$ cat config.mk
export PLATFORM = sky130hd
export DESIGN_NAME = if_fetch_unit_flat
export DESIGN_NICKNAME = d
export VERILOG_FILES = /design/src/rtl/if_fetch_unit_if.sv /design/src/rtl/if_fetch_unit.sv /design/src/flat_wrapper.sv
export SDC_FILE = /design/constraint.sdc
export NUM_CORES = 1
export LEC_CHECK = 0
export ABC_AREA = 0
export BUFFER_PORTS_ARGS = -buffer_cell sky130_fd_sc_hd__buf_2
export CAP_MARGIN = 20
export CORE_AREA = 10 10 151 153
export CTS_BUF_LIST = sky130_fd_sc_hd__clkbuf_8
export CTS_CLUSTER_DIAMETER = 50
export CTS_CLUSTER_SIZE = 25
export DETAILED_ROUTE_END_ITERATION = 7
export DIE_AREA = 0 0 161 163
export PLACE_DENSITY = 0.83
export RECOVER_POWER = 25
export SKIP_CTS_REPAIR_TIMING = 1
export SYNTH_ARGS = -nofsm -noshare
export SYNTH_HDL_FRONTEND = slang
export SYNTH_SLANG_ARGS = --single-unit
export TNS_END_PERCENT = 100
$ cat constraint.sdc
create_clock -name clk -period 11.3 [get_ports clk]
set_input_delay 2.26 -clock clk [delete_from_list [all_inputs] [get_ports clk]]
set_output_delay 2.26 -clock clk [all_outputs]
set_load 0.01 [all_outputs]
$ cat src/rtl/if_fetch_unit_if.sv
// Instruction-memory request/response bundle for if_fetch_unit.
// master = fetch unit, slave = instruction memory.
interface if_fetch_unit_if;
    logic        imem_req_valid;
    logic        imem_req_ready;
    logic [31:0] imem_addr;
    logic        imem_rsp_valid;
    logic [31:0] imem_rsp_data;

    modport master (
        output imem_req_valid,
        output imem_addr,
        input  imem_req_ready,
        input  imem_rsp_valid,
        input  imem_rsp_data
    );

    modport slave (
        input  imem_req_valid,
        input  imem_addr,
        output imem_req_ready,
        output imem_rsp_valid,
        output imem_rsp_data
    );
endinterface

$ cat src/rtl/if_fetch_unit.sv
// Instruction fetch stage: credit-limited pipelined imem requests, in-order prefetch FIFO, redirect flush.
// Optional perf counters enabled by defining FETCH_PERF_CNT_EN.
module if_fetch_unit #(
    parameter logic [31:0] RESET_PC   = 32'h0000_0000,
    parameter int unsigned FIFO_DEPTH = 2
) (
    input  logic                   clk,
    input  logic                   rst,
    input  logic                   id_stall_flag,
    input  logic                   ex_take_branch,
    input  logic [31:0]            ex_target_pc,
    if_fetch_unit_if.master        imem,
    output logic [31:0]            if_id_IR,
    output logic [31:0]            if_id_PC,
    output logic                   if_id_valid_inst,
    output logic [31:0]            fetch_stall_cycles_out,
    output logic [31:0]            fetch_flush_count_out
);
    localparam int unsigned PTR_W = $clog2(FIFO_DEPTH);
    localparam int unsigned CNT_W = PTR_W + 1;
    localparam logic [31:0] NOP   = 32'h0000_0013;

    logic [31:0]      fetch_pc;
    logic [31:0]      ir_mem  [FIFO_DEPTH];
    logic [31:0]      pc_mem  [FIFO_DEPTH];
    logic [31:0]      tag_mem [FIFO_DEPTH];
    logic [PTR_W-1:0] rd_ptr, wr_ptr, tag_rd, tag_wr;
    logic [CNT_W-1:0] count, outstanding, drop_cnt;
    logic [CNT_W:0]   credit_used;
    logic             head_valid, req_valid, req_fire, rsp_fire, discard, push, pop;
    logic             unused_target_lsbs;

    assign unused_target_lsbs = ^ex_target_pc[1:0];

    always_comb begin
        head_valid  = (count != '0);
        credit_used = {1'b0, count} + {1'b0, outstanding};
        req_valid   = !rst && !ex_take_branch && (credit_used < (CNT_W+1)'(FIFO_DEPTH));
        req_fire    = req_valid && imem.imem_req_ready;
        rsp_fire    = !rst && imem.imem_rsp_valid;
        // A response landing in the redirect cycle belongs to the old stream.
        discard     = rsp_fire && ((drop_cnt != '0) || ex_take_branch);
        push        = rsp_fire && !discard;
        pop         = head_valid && !id_stall_flag && !ex_take_branch;
        if_id_valid_inst = head_valid;
        if_id_IR    = head_valid ? ir_mem[rd_ptr] : NOP;
        if_id_PC    = head_valid ? pc_mem[rd_ptr] : 32'h0;
    end

    assign imem.imem_req_valid = req_valid;
    assign imem.imem_addr      = fetch_pc;

    always_ff @(posedge clk) begin
        if (rst) begin
            fetch_pc    <= RESET_PC;
            rd_ptr      <= '0;
            wr_ptr      <= '0;
            tag_rd      <= '0;
            tag_wr      <= '0;
            count       <= '0;
            outstanding <= '0;
            drop_cnt    <= '0;
        end else begin
            if (ex_take_branch)
                fetch_pc <= {ex_target_pc[31:2], 2'b00};
            else if (req_fire)
                fetch_pc <= fetch_pc + 32'd4;

            if (req_fire)
                tag_wr <= tag_wr + 1'b1;
            if (rsp_fire)
                tag_rd <= tag_rd + 1'b1;

            outstanding <= outstanding + CNT_W'(req_fire) - CNT_W'(rsp_fire);

            if (ex_take_branch)
                drop_cnt <= outstanding - CNT_W'(rsp_fire);
            else if (rsp_fire && (drop_cnt != '0))
                drop_cnt <= drop_cnt - 1'b1;

            if (ex_take_branch) begin
                rd_ptr <= '0;
                wr_ptr <= '0;
                count  <= '0;
            end else begin
                if (push)
                    wr_ptr <= wr_ptr + 1'b1;
                if (pop)
                    rd_ptr <= rd_ptr + 1'b1;
                count <= count + CNT_W'(push) - CNT_W'(pop);
            end
        end
    end

    // Storage arrays need no reset: writes are already qualified by !rst.
    always_ff @(posedge clk) begin
        if (req_fire)
            tag_mem[tag_wr] <= fetch_pc;
        if (push) begin
            ir_mem[wr_ptr] <= imem.imem_rsp_data;
            pc_mem[wr_ptr] <= tag_mem[tag_rd];
        end
    end

`ifdef FETCH_PERF_CNT_EN
    logic [31:0] stall_cnt, flush_cnt;

    always_ff @(posedge clk) begin
        if (rst) begin
            stall_cnt <= '0;
            flush_cnt <= '0;
        end else begin
            if (head_valid && id_stall_flag && !ex_take_branch && (stall_cnt != '1))
                stall_cnt <= stall_cnt + 32'd1;
            if (discard && (flush_cnt != '1))
                flush_cnt <= flush_cnt + 32'd1;
        end
    end

    assign fetch_stall_cycles_out = stall_cnt;
    assign fetch_flush_count_out  = flush_cnt;
`else
    assign fetch_stall_cycles_out = '0;
    assign fetch_flush_count_out  = '0;
`endif

    a_fifo_no_overflow: assert property (@(posedge clk) disable iff (rst)
        !(push && (count == CNT_W'(FIFO_DEPTH))));

endmodule

$ cat src/flat_wrapper.sv
// flat-port wrapper written by rule: the top's interface ports become plain ports
module if_fetch_unit_flat 
#(
    parameter logic [31:0] RESET_PC   = 32'h0000_0000,
    parameter int unsigned FIFO_DEPTH = 2
)
  (clk, rst, id_stall_flag, ex_take_branch, ex_target_pc, if_id_IR, if_id_PC, if_id_valid_inst, fetch_stall_cycles_out, fetch_flush_count_out, imem_imem_req_valid, imem_imem_addr, imem_imem_req_ready, imem_imem_rsp_valid, imem_imem_rsp_data);
  if_fetch_unit_if imem_i ();
  input  logic clk;
  input  logic rst;
  input  logic id_stall_flag;
  input  logic ex_take_branch;
  input  logic [31:0] ex_target_pc;
  output logic [31:0] if_id_IR;
  output logic [31:0] if_id_PC;
  output logic if_id_valid_inst;
  output logic [31:0] fetch_stall_cycles_out;
  output logic [31:0] fetch_flush_count_out;
  output wire logic [$bits(imem_i.imem_req_valid)-1:0] imem_imem_req_valid;
  output wire logic [$bits(imem_i.imem_addr)-1:0] imem_imem_addr;
  input wire logic [$bits(imem_i.imem_req_ready)-1:0] imem_imem_req_ready;
  input wire logic [$bits(imem_i.imem_rsp_valid)-1:0] imem_imem_rsp_valid;
  input wire logic [$bits(imem_i.imem_rsp_data)-1:0] imem_imem_rsp_data;
  assign imem_imem_req_valid = imem_i.imem_req_valid;
  assign imem_imem_addr = imem_i.imem_addr;
  assign imem_i.imem_req_ready = imem_imem_req_ready;
  assign imem_i.imem_rsp_valid = imem_imem_rsp_valid;
  assign imem_i.imem_rsp_data = imem_imem_rsp_data;
  if_fetch_unit #(.RESET_PC(RESET_PC), .FIFO_DEPTH(FIFO_DEPTH)) u_core (.clk(clk), .rst(rst), .id_stall_flag(id_stall_flag), .ex_take_branch(ex_take_branch), .ex_target_pc(ex_target_pc), .imem(imem_i), .if_id_IR(if_id_IR), .if_id_PC(if_id_PC), .if_id_valid_inst(if_id_valid_inst), .fetch_stall_cycles_out(fetch_stall_cycles_out), .fetch_flush_count_out(fetch_flush_count_out));
endmodule
==> impl_metrics.ini <==
[timing]
setup_violations = 0
fin_crit_sh = 0.5103
setup_tns_ns = 0
holdWs_ns = 0.5267
hold_violations = 0
drv_slew = 31
rsz0062_at_grt = no
clock_skew_ns = 0.02637
tightest_slew_ns = 1.882
period_minus_slack_ns = 5.766
relSlewSlack = -0.2550
maxClockFrequency_ghz = 0.1734

[logic_synthesis]
synth_top_family_by_area = multiplexers
syn_area_mm2 = 0.009672
syn_area_per_cell_um2 = 13.55
synthXorXnorAreaFrac = 0.02988
synth-compound-area-share = 0.03131
ys_seq_area_frac = 0.6582
synthCells = 714
muxShareOfSynthArea = 0.1079
synth_fa_ha_area_frac = 0.008538
yosysUniqueCellTypes = 47
synth-seq-cells = 226
yosys_warnings = 0
synth-simple-area-share = 0.09069

[setup_path]
worst-r2r-cell-count = 7
start_kind = input pin
crit_path_frequent_cell = buf_2
critPathMaxFanout = 60
worstSetupStartpoint = ex_take_branch
cp.required_ns = 9.04
endpoint_kind = output port
worstPathCellList = buf_2, buf_4, or2_2, nor3_1, buf_2
critPathMaxStageDelay_ns = 0.46
crit_type = input pin to output port
r2r_start = u_core.count[0]
rrSetupSlack_ns = 8.40
cpMaxStageDelayCell = or2_2
worstPathArrival_ns = 3.51
r2r-end = u_core.tag_mem[0][2]

[cells_and_area]
fillers = 1655
regArea_mm2 = 0.006370
fin_util = 0.5512
fin_cells = 1156
multiInputGateArea_mm2 = 0.002869
drive_gt1_frac = 0.2472
area_growth_syn_to_layout_pct = 13.47
final_nets = 950
n_antenna_cell = 0

[clock_tree]
clockRootBuffer = clkbuf_8
cts_buffer_depth = 3
clk_pin_slew_ns = 0.10
cts_tree = built
htree_levels = 1
insertion_delay_ns = 0.53
cts_sinks = 226
cts_buffers = 19

[die]
die_area_mm2 = 0.02624
fp-row-count = 52
initial_core_util = 0.4858
fp.dieW_um = 161
coreArea_mm2 = 0.01991
die_h_um = 163
top_level_ports = 232

[status]
status = finished with violations
violations = capacitance limit, slew limit

[power_and_ir_drop]
peakVddDrop_mv = 0.07349
p_per_area_mw_per_mm2 = 144.8
p_leak_nw = 4.126

[worst_hold_path]
hold_path_end = u_core.tag_rd
hold-path-cell-count = 2
min_path_type = register to register
hold_start = u_core.tag_rd

[drt]
wire_per_inst_um = 17.81
ant_nets = 0
drcViolationCount = 0
via_count = 5700
vias_per_cell = 4.931
detail_route.iter0.violations = 394
totalWireLength_um = 20590
dr.pass1.iters = 5

[grt]
grt_max_degree = 63
antenna_found_initial = 0
grtUsageTotal = 0.1483
overflow = 0
grt_pass1_vias = 5694
grt_pass1_wl_um = 31440

[job]
cap_violations = 1

[placement]
port_buffers = 161
gp_congestion = 0.8300
placedCellCount = 1123
hpwl_um = 14210
-- worst max-delay path: cells and delay by family --
family | cells | cell delay, ns
and+or+nand+nor | 2 | 0.66
buffers and inverters | 3 | 0.59
-- power breakdown --
part / switching (W) / internal, W
registers: 0.0000195 / 0.000925
logic: 0.0000724 / 0.0000459
clock network: 0.000284 / 0.000243
-- worst max-delay path by stage --
stage                     cells after the start  slack [ns]                   to
after detailed placement                      5        5.53  imem_imem_req_valid
after global routing                          5        5.48  imem_imem_req_valid
after CTS                                     5        5.53  imem_imem_req_valid
after floorplan                               3        5.39  u_core.ir_mem[0][0]
after global placement                        5        5.50  imem_imem_req_valid
final                                         5        5.53  imem_imem_req_valid
-- metrics by stage --
| step | instance area (µm²) | setup WS [ns] | power (W) |
|---|---|---|---|
| after floorplan | 9923 | 5.390 | 0.001054 |
| after global placement | 10520 | 5.499 | 0.001078 |
| after detailed placement | 10520 | 5.528 | 0.001084 |
| after CTS | 10980 | 5.526 | 0.001605 |
| after global routing | 10970 | 5.480 | 0.001648 |
| final | 10970 | 5.534 | 0.001590 |
-- cells in the final DEF, fill, tap and decap left out, types with 4 or more instances in the layout --
cell type	count
nor2_1	93
buf_4	6
nand3_1	8
conb_1	68
nor3_1	9
mux2_2	8
a21oi_1	23
buf_2	159
clkbuf_8	19
ha_1	5
inv_1	22
dfxtp_1	41
o21ai_0	4
nand2_1	21
xnor2_1	25
nor2b_1	4
edfxtp_1	184
nand4_1	14
xor2_1	8
o21a_1	12
mux2i_1	69
nor4_1	7
mux2_1	22
-- sequential cells by signal, indices dropped and copies added (netlist names), 2 cells and up, named ones only --
| signal | cells |
|---|---|
| u_core.ir_mem | 64 |
| u_core.count | 2 |
| u_core.tag_mem | 60 |
| u_core.imem.imem_addr | 30 |
| u_core.pc_mem | 60 |
| u_core.outstanding | 2 |
| u_core.drop_cnt | 2 |
-- routing by layer --
metal / track usage / share of wire / up-vias
li1: - / - / 2736
met1: 0.1756 / 0.40 / 2737
met2: 0.2679 / 0.52 / 196
met3: 0.03134 / 0.063 / 31
met4: 0.03846 / 0.018 / 0
met5: 0 / 0 / -
-- cell usage after synthesis, drive strengths merged --
| cell | count | area (µm²) |
|---|---|---|
| nand2b | 2 | 12.51 |
| nand2 | 22 | 85.09 |
| o21a | 12 | 90.09 |
| nand3 | 8 | 40.04 |
| nor2b | 5 | 31.28 |
| a211oi | 3 | 22.52 |
| clkbuf | 25 | 93.84 |
| mux2 | 31 | 352.8 |
| conb | 1 | 3.750 |
| nand3b | 3 | 22.52 |
| nor3b | 2 | 20.02 |
| dfxtp | 42 | 840.8 |
| nor4 | 9 | 77.57 |
| or2 | 1 | 6.260 |
| nor2 | 95 | 356.6 |
| xnor2 | 25 | 219.0 |
| nand4 | 15 | 100.1 |
| and2 | 3 | 18.77 |
| a21boi | 1 | 7.510 |
| or3b | 1 | 8.760 |
| and3 | 3 | 18.77 |
| xor2 | 8 | 70.07 |
| nand4b | 1 | 8.760 |
| a21oi | 24 | 123.9 |
| o31a | 2 | 17.52 |
| edfxtp | 184 | 5525 |
| buf | 71 | 530.5 |
| nand4bb | 1 | 16.27 |
| o21ai | 4 | 20.02 |
| mux2i | 69 | 690.7 |
| fa | 1 | 20.02 |
| ha | 5 | 62.56 |
| nor3 | 9 | 45.04 |
| o22ai | 2 | 12.51 |
| a32oi | 1 | 8.760 |
| inv | 22 | 82.58 |
| and4 | 1 | 8.760 |
-- layout make-up --
class	count	share of cell area
Inverter	22	0.007525
Clock buffer	19	0.02383
Multi-Input combinational cell	437	0.2614
Timing Repair Buffer	168	0.07764
Sequential cell	226	0.5804
Tap cell	270	0.03078
Clock inverter	14	0.01836
-- logic make-up after synthesis --
logic type / after synthesis
DFF: 226
and+or+nand+nor: 181
other: 1
AOI/OAI and AO/OA: 49
muxes: 100
xor gates and xnor gates: 33
buffers and inverters: 118
adders and majority gates: 6
Note: power is estimated with default switching activity, not from simulation.
